<file path="src/rtl/uart_byte_rx.sv">
// uart_byte_rx: 8N1 serial byte receiver with mid-bit sampling,
// start-bit glitch rejection and stop-bit framing check.
module uart_byte_rx #(
  parameter int BAUD         = 9600,
  parameter int CLOCK_FREQ   = 50_000_000,
  parameter int BAUD_CNT_MAX = CLOCK_FREQ / BAUD - 1,
  parameter int BAUD_CNT_MID = BAUD_CNT_MAX / 2
) (
  input  logic       i_sysclk,
  input  logic       i_rst,
  input  logic       i_uart_rx,
  output logic [7:0] o_data,
  output logic       o_rx_done,
  output logic       o_frame_err,
  output logic       o_busy
);

  localparam logic [29:0] CNT_MAX = 30'(BAUD_CNT_MAX);
  localparam logic [29:0] CNT_MID = 30'(BAUD_CNT_MID);

  typedef enum logic [1:0] {
    IDLE,
    START,
    DATA,
    STOP
  } state_t;

  state_t      state;
  state_t      state_nxt;

  logic        r_rx_s1;
  logic        r_rx_s2;
  logic        r_rx_d;
  logic [1:0]  r_vld;
  logic        r_armed;
  logic [29:0] r_cnt;
  logic [2:0]  r_bit_idx;
  logic [7:0]  r_shift;
  logic        fall;
  logic        sample;

  // r_armed only rises once a real high has reached r_rx_s2, so a line
  // that is already low when reset is released never looks like a start.
  always_ff @(posedge i_sysclk) begin
    if (i_rst) begin
      r_rx_s1 <= 1'b1;
      r_rx_s2 <= 1'b1;
      r_rx_d  <= 1'b1;
      r_vld   <= 2'b00;
      r_armed <= 1'b0;
    end else begin
      r_rx_s1 <= i_uart_rx;
      r_rx_s2 <= r_rx_s1;
      r_rx_d  <= r_rx_s2;
      r_vld   <= {r_vld[0], 1'b1};
      r_armed <= r_armed | (r_vld[1] & r_rx_s2);
    end
  end

  assign fall   = r_armed & r_rx_d & ~r_rx_s2;
  assign sample = (r_cnt == CNT_MID);

  always_ff @(posedge i_sysclk) begin
    if (i_rst) begin
      state <= IDLE;
    end else begin
      state <= state_nxt;
    end
  end

  always_comb begin
    state_nxt = state;
    unique case (state)
      IDLE: begin
        if (fall) state_nxt = START;
      end
      START: begin
        if (sample) state_nxt = r_rx_s2 ? IDLE : DATA;
      end
      DATA: begin
        if (sample && r_bit_idx == 3'd7) state_nxt = STOP;
      end
      STOP: begin
        if (sample) state_nxt = IDLE;
      end
      default: state_nxt = IDLE;
    endcase
  end

  always_comb begin
    o_busy = (state != IDLE);
  end

  always_ff @(posedge i_sysclk) begin
    if (i_rst) begin
      r_cnt       <= '0;
      r_bit_idx   <= '0;
      r_shift     <= '0;
      o_data      <= '0;
      o_rx_done   <= 1'b0;
      o_frame_err <= 1'b0;
    end else begin
      o_rx_done   <= 1'b0;
      o_frame_err <= 1'b0;
      if (state == IDLE || state_nxt == IDLE || r_cnt == CNT_MAX) begin
        r_cnt <= '0;
      end else begin
        r_cnt <= r_cnt + 30'd1;
      end
      unique case (state)
        START: begin
          if (sample) r_bit_idx <= '0;
        end
        DATA: begin
          if (sample) begin
            r_shift[r_bit_idx] <= r_rx_s2;
            r_bit_idx          <= r_bit_idx + 3'd1;
          end
        end
        STOP: begin
          if (sample) begin
            if (r_rx_s2) begin
              o_data    <= r_shift;
              o_rx_done <= 1'b1;
            end else begin
              o_frame_err <= 1'b1;
            end
          end
        end
        default: begin
        end
      endcase
    end
  end

endmodule
</file>
<file path="config.mk">
export PLATFORM = sky130hd
export DESIGN_NAME = uart_byte_rx
export DESIGN_NICKNAME = d
export VERILOG_FILES = /design/src/rtl/uart_byte_rx.sv
export SDC_FILE = /design/constraint.sdc
export NUM_CORES = 1
export LEC_CHECK = 0
export ABC_AREA = 0
export CAP_MARGIN = 20
export CORE_UTILIZATION = 59
export CTS_CLUSTER_SIZE = 30
export DETAILED_ROUTE_END_ITERATION = 8
export PLACE_DENSITY = 0.78
export SETUP_SLACK_MARGIN = 0.5
export SLEW_MARGIN = 0
export SYNTH_ARGS = -nofsm -noshare
export SYNTH_HDL_FRONTEND = slang
export SYNTH_SLANG_ARGS = --single-unit
</file>
<file path="constraint.sdc">
create_clock -name i_sysclk -period 2.6 [get_ports i_sysclk]
set_input_delay 0.65 -clock i_sysclk [delete_from_list [all_inputs] [get_ports i_sysclk]]
set_output_delay 0.65 -clock i_sysclk [all_outputs]
set_load 0.01 [all_outputs]
</file>
# Yosys cells after proc, flatten, opt, wreduce, memory -nomap -nowiden
# Cells that the tools add are included.
# classes
n_eq_ne	8
reduce_logical	13
n_mux	15
magnitude_cmp	2
bitwise_logic	7
n_addsub	2
# ops
operator	n
30-bit by 1-bit adder with 30-bit output (second input constant)	1
30-bit by 12-bit equality test with 1-bit output (second input constant)	1
30-bit by 13-bit equality test with 1-bit output (second input constant)	1
2-bit two-way mux	5
8-bit bitwise mux	1
2-bit one-hot mux with 4 select lines	1
3-bit two-way mux	2
3-bit one-hot mux with 2 select lines	1
3-bit AND reduction	2
2-bit equality test (second input constant)	2
2-bit zero test	2
3-bit by 4-bit less-than comparator with 1-bit output (second input constant)	1
1-bit two-way mux	4
2-bit != test (second input constant)	2
2-bit nonzero test	2
3-bit by 1-bit adder with 3-bit output (second input constant)	1
1-bit bitwise AND	3
1-bit demux with 3-bit select	1
3-bit equality test (second input constant)	1
3-bit by 1-bit >= comparator with 1-bit output (second input constant)	1
1-bit NOT	3
3-bit OR reduction	1
2-bit by 1-bit equality test with 1-bit output (second input constant)	1
1-bit logical AND	2
4 further kinds	5
# totals
ff_bits	59
out_inout_bits	11

# Logic depth before layout (Yosys ltp)
# depth
word_depth	8
mapped_depth	7
ltp_nobuf	5

# Worst setup path after synthesis
# No wires, ideal clock.
# synth_timing
kind	flip-flop to flip-flop
start	register r_cnt[0]
end	register r_cnt[26]
setup_ns	0.086
path_buffers	0
stages_incl_launch_ff	6
period_less_slack_ns	2.097
path_slack_ns	0.503
t_arrival_ns	2.011
cell_sequence	dfxtp_1 -> ha_1 -> nand4_2 -> or4_4 -> or4_1 -> a211oi_1
# synth_between
elab_chain_len	8
elab_cells_between_ends	12
# synth_rtl
element	line_no	text
start: declaration	36	logic [29:0] r_cnt;
start signal: assignment	108	r_cnt <= r_cnt + 30'd1;
30-bit by 12-bit equality test with 1-bit output	61	assign sample = (r_cnt == CNT_MID);
1-bit logical AND	81	if (sample && r_bit_idx == 3'd7) state_nxt = STOP;
2-bit two-way mux	81	
2-bit one-hot mux with 4 select lines	73	unique case (state)
2-bit zero test	105	if (state == IDLE || state_nxt == IDLE || r_cnt == CNT_MAX) begin
1-bit logical OR (2 in a row)	105	
2-bit OR reduction (no line)	--	
# Several ways; a longest one is shown, not always the timed one.
# A chain may end at the register's enable or synchronous reset.

# Final worst setup path
# layout_timing
start	register r_cnt[0]
end	register r_cnt[27]
# The elaborated chain is that of the path after synthesis.

==> out/metrics.cfg <==
[critical_path]
path_cells = buf_4 -> nand4_1 -> or4_4 -> or4_4 -> a211oi_2
path_common_cell = or4_4
r2r_start = r_cnt[0]$_SDFF_PP0_
cp_num_buf_inv = 1
cp.arrival_ns = 2.34
r2r_end = r_cnt[27]$_SDFF_PP0_
cp-start-kind = flip-flop
crit_path_max_fanout = 7
path_class = flip-flop to flip-flop
crit_path_max_incr_delay_ns = 0.55
r2r_setup_slack_ns = 0.51
slowest_stage = or4_4
reg2reg_depth = 5
worstPathRequired_ns = 2.86
endpoint_kind = flip-flop
cpLargestDelayFamily = simple AND/OR/NAND/NOR gates

[global_routing]
grt_overflow = 0
grt_max_degree = 31
grt_pass1_vias = 2243
grt_pass1_wl_mm = 10.2
antenna_found_initial = 0
track_usage_pct = 26.2

[finish]
layout_commonest_cell = dfxtp_1
areaGrowthSynthToFinish_pct = 28.1
fillers = 281
fin_util_pct = 79.6
final_layout_size_suffix_gt1_share_pct = 27.4
layout.nets = 341
final_cell_mix = 46 x dfxtp_1, 29 x nand2_1, 25 x buf_4
antenna_cells = 0

[floorplan]
start_util_pct = 62.1
core_area_um2 = 4410
die_h_um = 70.2
die_area_um2 = 4930
die_w_um = 70.2
ios = 14
placementRows = 24

[place]
port-buffer-count = 13
gp_congestion = 0.885
hpwl_mm = 3.61

[hold_path]
hold_class = flip-flop to flip-flop
hp-start = r_rx_s1$_SDFF_PP1_
min_path_cells = 1
holdPathEnd = r_rx_s2$_SDFF_PP1_

[sta]
drv_slew = 0
slew-limit-headroom_pct = 68.3
rsz0062_at_grt = yes
worst_pin_slew_ns = 0.472
clock_skew_ns = 0.00672
max_freq_mhz = 479
tns_ns = 0
period_needed_ns = 2.09
whs_ns = 0.414
fin_crit_sh_pct = 80.3
hold_violations = 0
setup_viol_count_final = 0

[logic_synthesis]
synth_edf_count = 0
ys_types = 40
synth-seq-cells = 59
seq_area_frac_synth_pct = 43.1
ys_warn_count = 0
ys.flop_type = dfxtp_1
async_flop_share_pct = 0
syn_inst = 301
syn_avg_cell_area_um2 = 9.11
syn_area_um2 = 2740
synth_nets = 307

[power_and_ir_drop]
power.density_nw_per_um2 = 565
p_leak_nw = 1.19
ir_drop_v = 0.000796

[clocking]
clock_sinks = 59
clock-root-buffer = clkbuf_8
cts_max_path_buffers = 2
clk_latency_ns = 0.34
clk_pin_slew_ns = 0.07
htreeDepth = 3
cts_buffers = 9
cts_tree = built

[detailed_routing]
antenna_left = 0
routed_wl_mm = 6.82
drc = 0
initialDrtViolationCount = 214
vias_per_cell = 6.27
routedWlPerCell_um = 17.4
first_pass_iters = 4
num_vias = 2459

[run_status]
outcome = finished clean

[flow_run]
maxCapViolations = 0

## registers in the layout, summed over array words and instances (netlist names), 2 cells and up
name	flops
r_shift	8
r_bit_idx	3
state	2
o_data	8
r_cnt	30
r_vld	2
## final cells by class
cell class	count	area, um^2	area share [%]
Multi-Input combinational cell	217	1620	46.0
Sequential cell	59	1210	34.4
Timing Repair Buffer	40	352	10.0
Clock buffer	11	141	4.02
Clock inverter	5	100	2.85
Tap cell	52	65.1	1.85
Inverter	8	30.0	0.855
## cell families after synthesis
logic type / Yosys count / share of synthesized area, %
mux: 17 / 6.25
compound gates: 44 / 11.5
simple gates: 139 / 29.6
fa+ha+maj: 3 / 1.37
xor+xnor: 13 / 4.15
buf+inv: 26 / 4.11
flops: 59 / 43.1
## cells in the mapped netlist (3+ instances only)
cell	number	share of area, %
dfxtp_1	59	43
nand2_1	29	4.0
nor3_1	22	4.0
nand4_1	17	3.9
mux2i_1	16	5.8
o21ai_0	13	2.4
or4_1	13	3.6
a211oi_1	12	3.3
clkbuf_1	11	1.5
nand3_1	11	2.0
xnor2_1	9	2.9
o31ai_1	8	2.2
inv_1	7	0.96
nor2_1	7	0.96
buf_2	6	1.1
a211oi_2	5	2.3
and4_1	5	1.6
nor4_1	5	1.1
or3_1	5	1.1
a31oi_1	4	0.91
xor2_1	4	1.3
and2_1	3	0.68
ha_1	3	1.4
nand4b_1	3	0.96
nor3b_1	3	0.82
## what timing repair did
item | 4_1_cts | 5_1_grt
setup buffers | 8 | 11
gates cloned | 1 | 0
pin swaps | 3 | 14
hold buffers | 0 | 0
endpoints found under the setup margin | 31 | 24
endpoints found under the hold margin | 0 | 0
gates resized for setup | 16 | 35
## worst max path at each step
stage,from,endpoint,cells after the start
after floorplan,r_cnt[0]$_SDFF_PP0_,r_cnt[26]$_SDFF_PP0_,5
after global placement,r_cnt[0]$_SDFF_PP0_,r_cnt[28]$_SDFF_PP0_,5
after detailed placement,r_cnt[0]$_SDFF_PP0_,r_cnt[26]$_SDFF_PP0_,5
after CTS,r_cnt[0]$_SDFF_PP0_,r_cnt[26]$_SDFF_PP0_,5
after global routing,r_cnt[0]$_SDFF_PP0_,r_bit_idx[2]$_SDFFE_PP0P_,5
final,r_cnt[0]$_SDFF_PP0_,r_cnt[27]$_SDFF_PP0_,5
## power breakdown
group / internal, W / total [W] / leakage [nW] / switching, W
sequential: 0.000908 / 0.000922 / 0.485 / 0.0000138
combinational: 0.0000164 / 0.0000357 / 0.580 / 0.0000194
clock: 0.000660 / 0.00103 / 0.123 / 0.000369
total: 0.00158 / 0.00199 / 1.19 / 0.000402
## metrics by stage
step	instance area, um^2	power [W]	worst slack (ns)	cells
final	3510	0.00199	0.512	392
after global routing	3510	0.00203	0.447	392
after CTS	3280	0.00199	0.482	381
after global placement	2930	0.000979	0.357	356
after detailed placement	2930	0.000981	0.275	356
after floorplan	2740	0.000966	0.503	301
## metal layers
metal	global-route usage, %	wire [um]	vias to the layer above
li1	-	-	1205
met1	34.1	3060	1161
met2	40.5	3270	71
met3	4.33	324	22
met4	16.4	176	0
met5	0	0	-
## worst register-to-register path: stages (launching register included)
cell and delay [ns]:
dfxtp_4 0.37, buf_4 0.11, nand4_1 0.21, or4_4 0.55
or4_4 0.53, a211oi_2 0.23
(Power assumes the default switching activity.)
==> RTL change: new RTL, same settings <==
The 4 states of `state_t` get a one-hot encoding in 4 bits.
--- a/src/rtl/uart_byte_rx.sv
+++ b/src/rtl/uart_byte_rx.sv
@@ -19,9 +19,9 @@
   localparam logic [29:0] CNT_MID = 30'(BAUD_CNT_MID);
 
-  typedef enum logic [1:0] {
-    IDLE,
-    START,
-    DATA,
-    STOP
+  typedef enum logic [3:0] {
+    IDLE  = 4'b0001,
+    START = 4'b0010,
+    DATA  = 4'b0100,
+    STOP  = 4'b1000
   } state_t;
 
Formal check against the unedited RTL: no difference found for any inputs over 10 cycles, from zero or initial values and one cycle with i_rst high; not proved beyond that.
==> RTL change against the unedited design <==
Synthesized area is 1.5% higher; setup slack better by 70 ps; critical path depth is 2 lower; largest power group unchanged; global-route usage is 1.5 points lower; sequential cell count is 2 higher; power is 0.26% lower; first-iteration DRC count is 33% lower; final cell count is 1.3% lower; sequential share of layout area is 3.0 points higher; design area is 6.8% lower; routed wire length is 16% lower.
==> RTL change: results (changes against the unedited design) <==
Synthesis
  – Post-synthesis adder-cell area fraction: 1.35% (was 1.37%)
  – Post-synthesis sequential area ratio: 43.9% (was 43.1%)
  – Post-Syn Nets: 315 (was 307)
  – Synth unique cells: 45 (was 40)
  – Post-synthesis mux area share: 5.04% (was 6.25%)
  – XOR/XNOR Fraction of Synth Area: 8.81% (was 4.15%)
  – Commonest cells in the netlist: dfxtp_1 (61), nor2_1 (48), nand2_1 (22) (was dfxtp_1 (59), nand2_1 (29), nor3_1 (22))
  – Syn Inst Count: 309 (was 301)

Place
  – Post-Place Cells: 368 (was 356)
  – DP HPWL: 3610 um (about the same)
  – Area post-placement: 2970 sq um (was 2930 sq um)

Final layout
  – ClkCell Share: 7.34% (was 6.87%)
  – Fill count: 314 (was 281)
  – Inverter count: 10 (was 8)
  – Clkbuf count: 12 (was 11)

GRT
  – First-pass GRT wire length: 9690 um (was 10200 um)
  – Tot GR Track Use: 24.7% (was 26.2%)
  – Vias in the first global route: 2153 (was 2243)
  – Met2 Usage GRT: 40.5% (about the same)
  – Routing usage on met3: 8.12% (was 4.33%)

Detailed routing
  – Vias: 2264 (was 2459)
  – Met2 routed WL: 2710 um (was 3270 um)
  – Post-Route WL: 5720 um (was 6820 um)

Run status
  – Outcome: finished, final reports clean (unchanged)

Clock network
  – Post-CTS sizing: 5 (was 16)
  – Post-CTS Setup Bufs: 2 (was 8)

Pwr
  – Worst vdd ir: 0.443 mV (was 0.796 mV)
  – P_comb: 21.0 uW (was 35.7 uW)
[RTL change: changes by cell type after synthesis, sizes merged, moves of 8 or more]
| cell | before | now |
|---|---|---|
| a211oi | 17 | 0 |
| a21oi | 1 | 12 |
| nor2 | 7 | 50 |
| nor3 | 22 | 12 |
| o31ai | 8 | 0 |
| or4 | 14 | 2 |
| xnor2 | 9 | 18 |
[RTL change: worst paths after layout]
| kind | start | endpoint | cells after the start |
|---|---|---|---|
| worst max-delay path | state[3] | o_busy | 3 |
| worst min-delay path | r_rx_s1 | r_rx_s2 | 1 |
| worst max register to register | r_cnt[0] | r_cnt[2] | 7 |
| worst min register to register | r_rx_s1 | r_rx_s2 | 1 |
[RTL change: cells by family after synthesis]
kind of cell / after synthesis
compound gates: 23
xor+xnor: 28
fa+ha+maj: 3
buf+inv: 22
flops: 61
mux: 14
simple gates: 158
[RTL change: critical path, cell delays in order (launching register included)]
cell,delay (ps)
dfxtp_2,360
nor4b_4,310
inv_2,80
dlygate4sd2_1,290
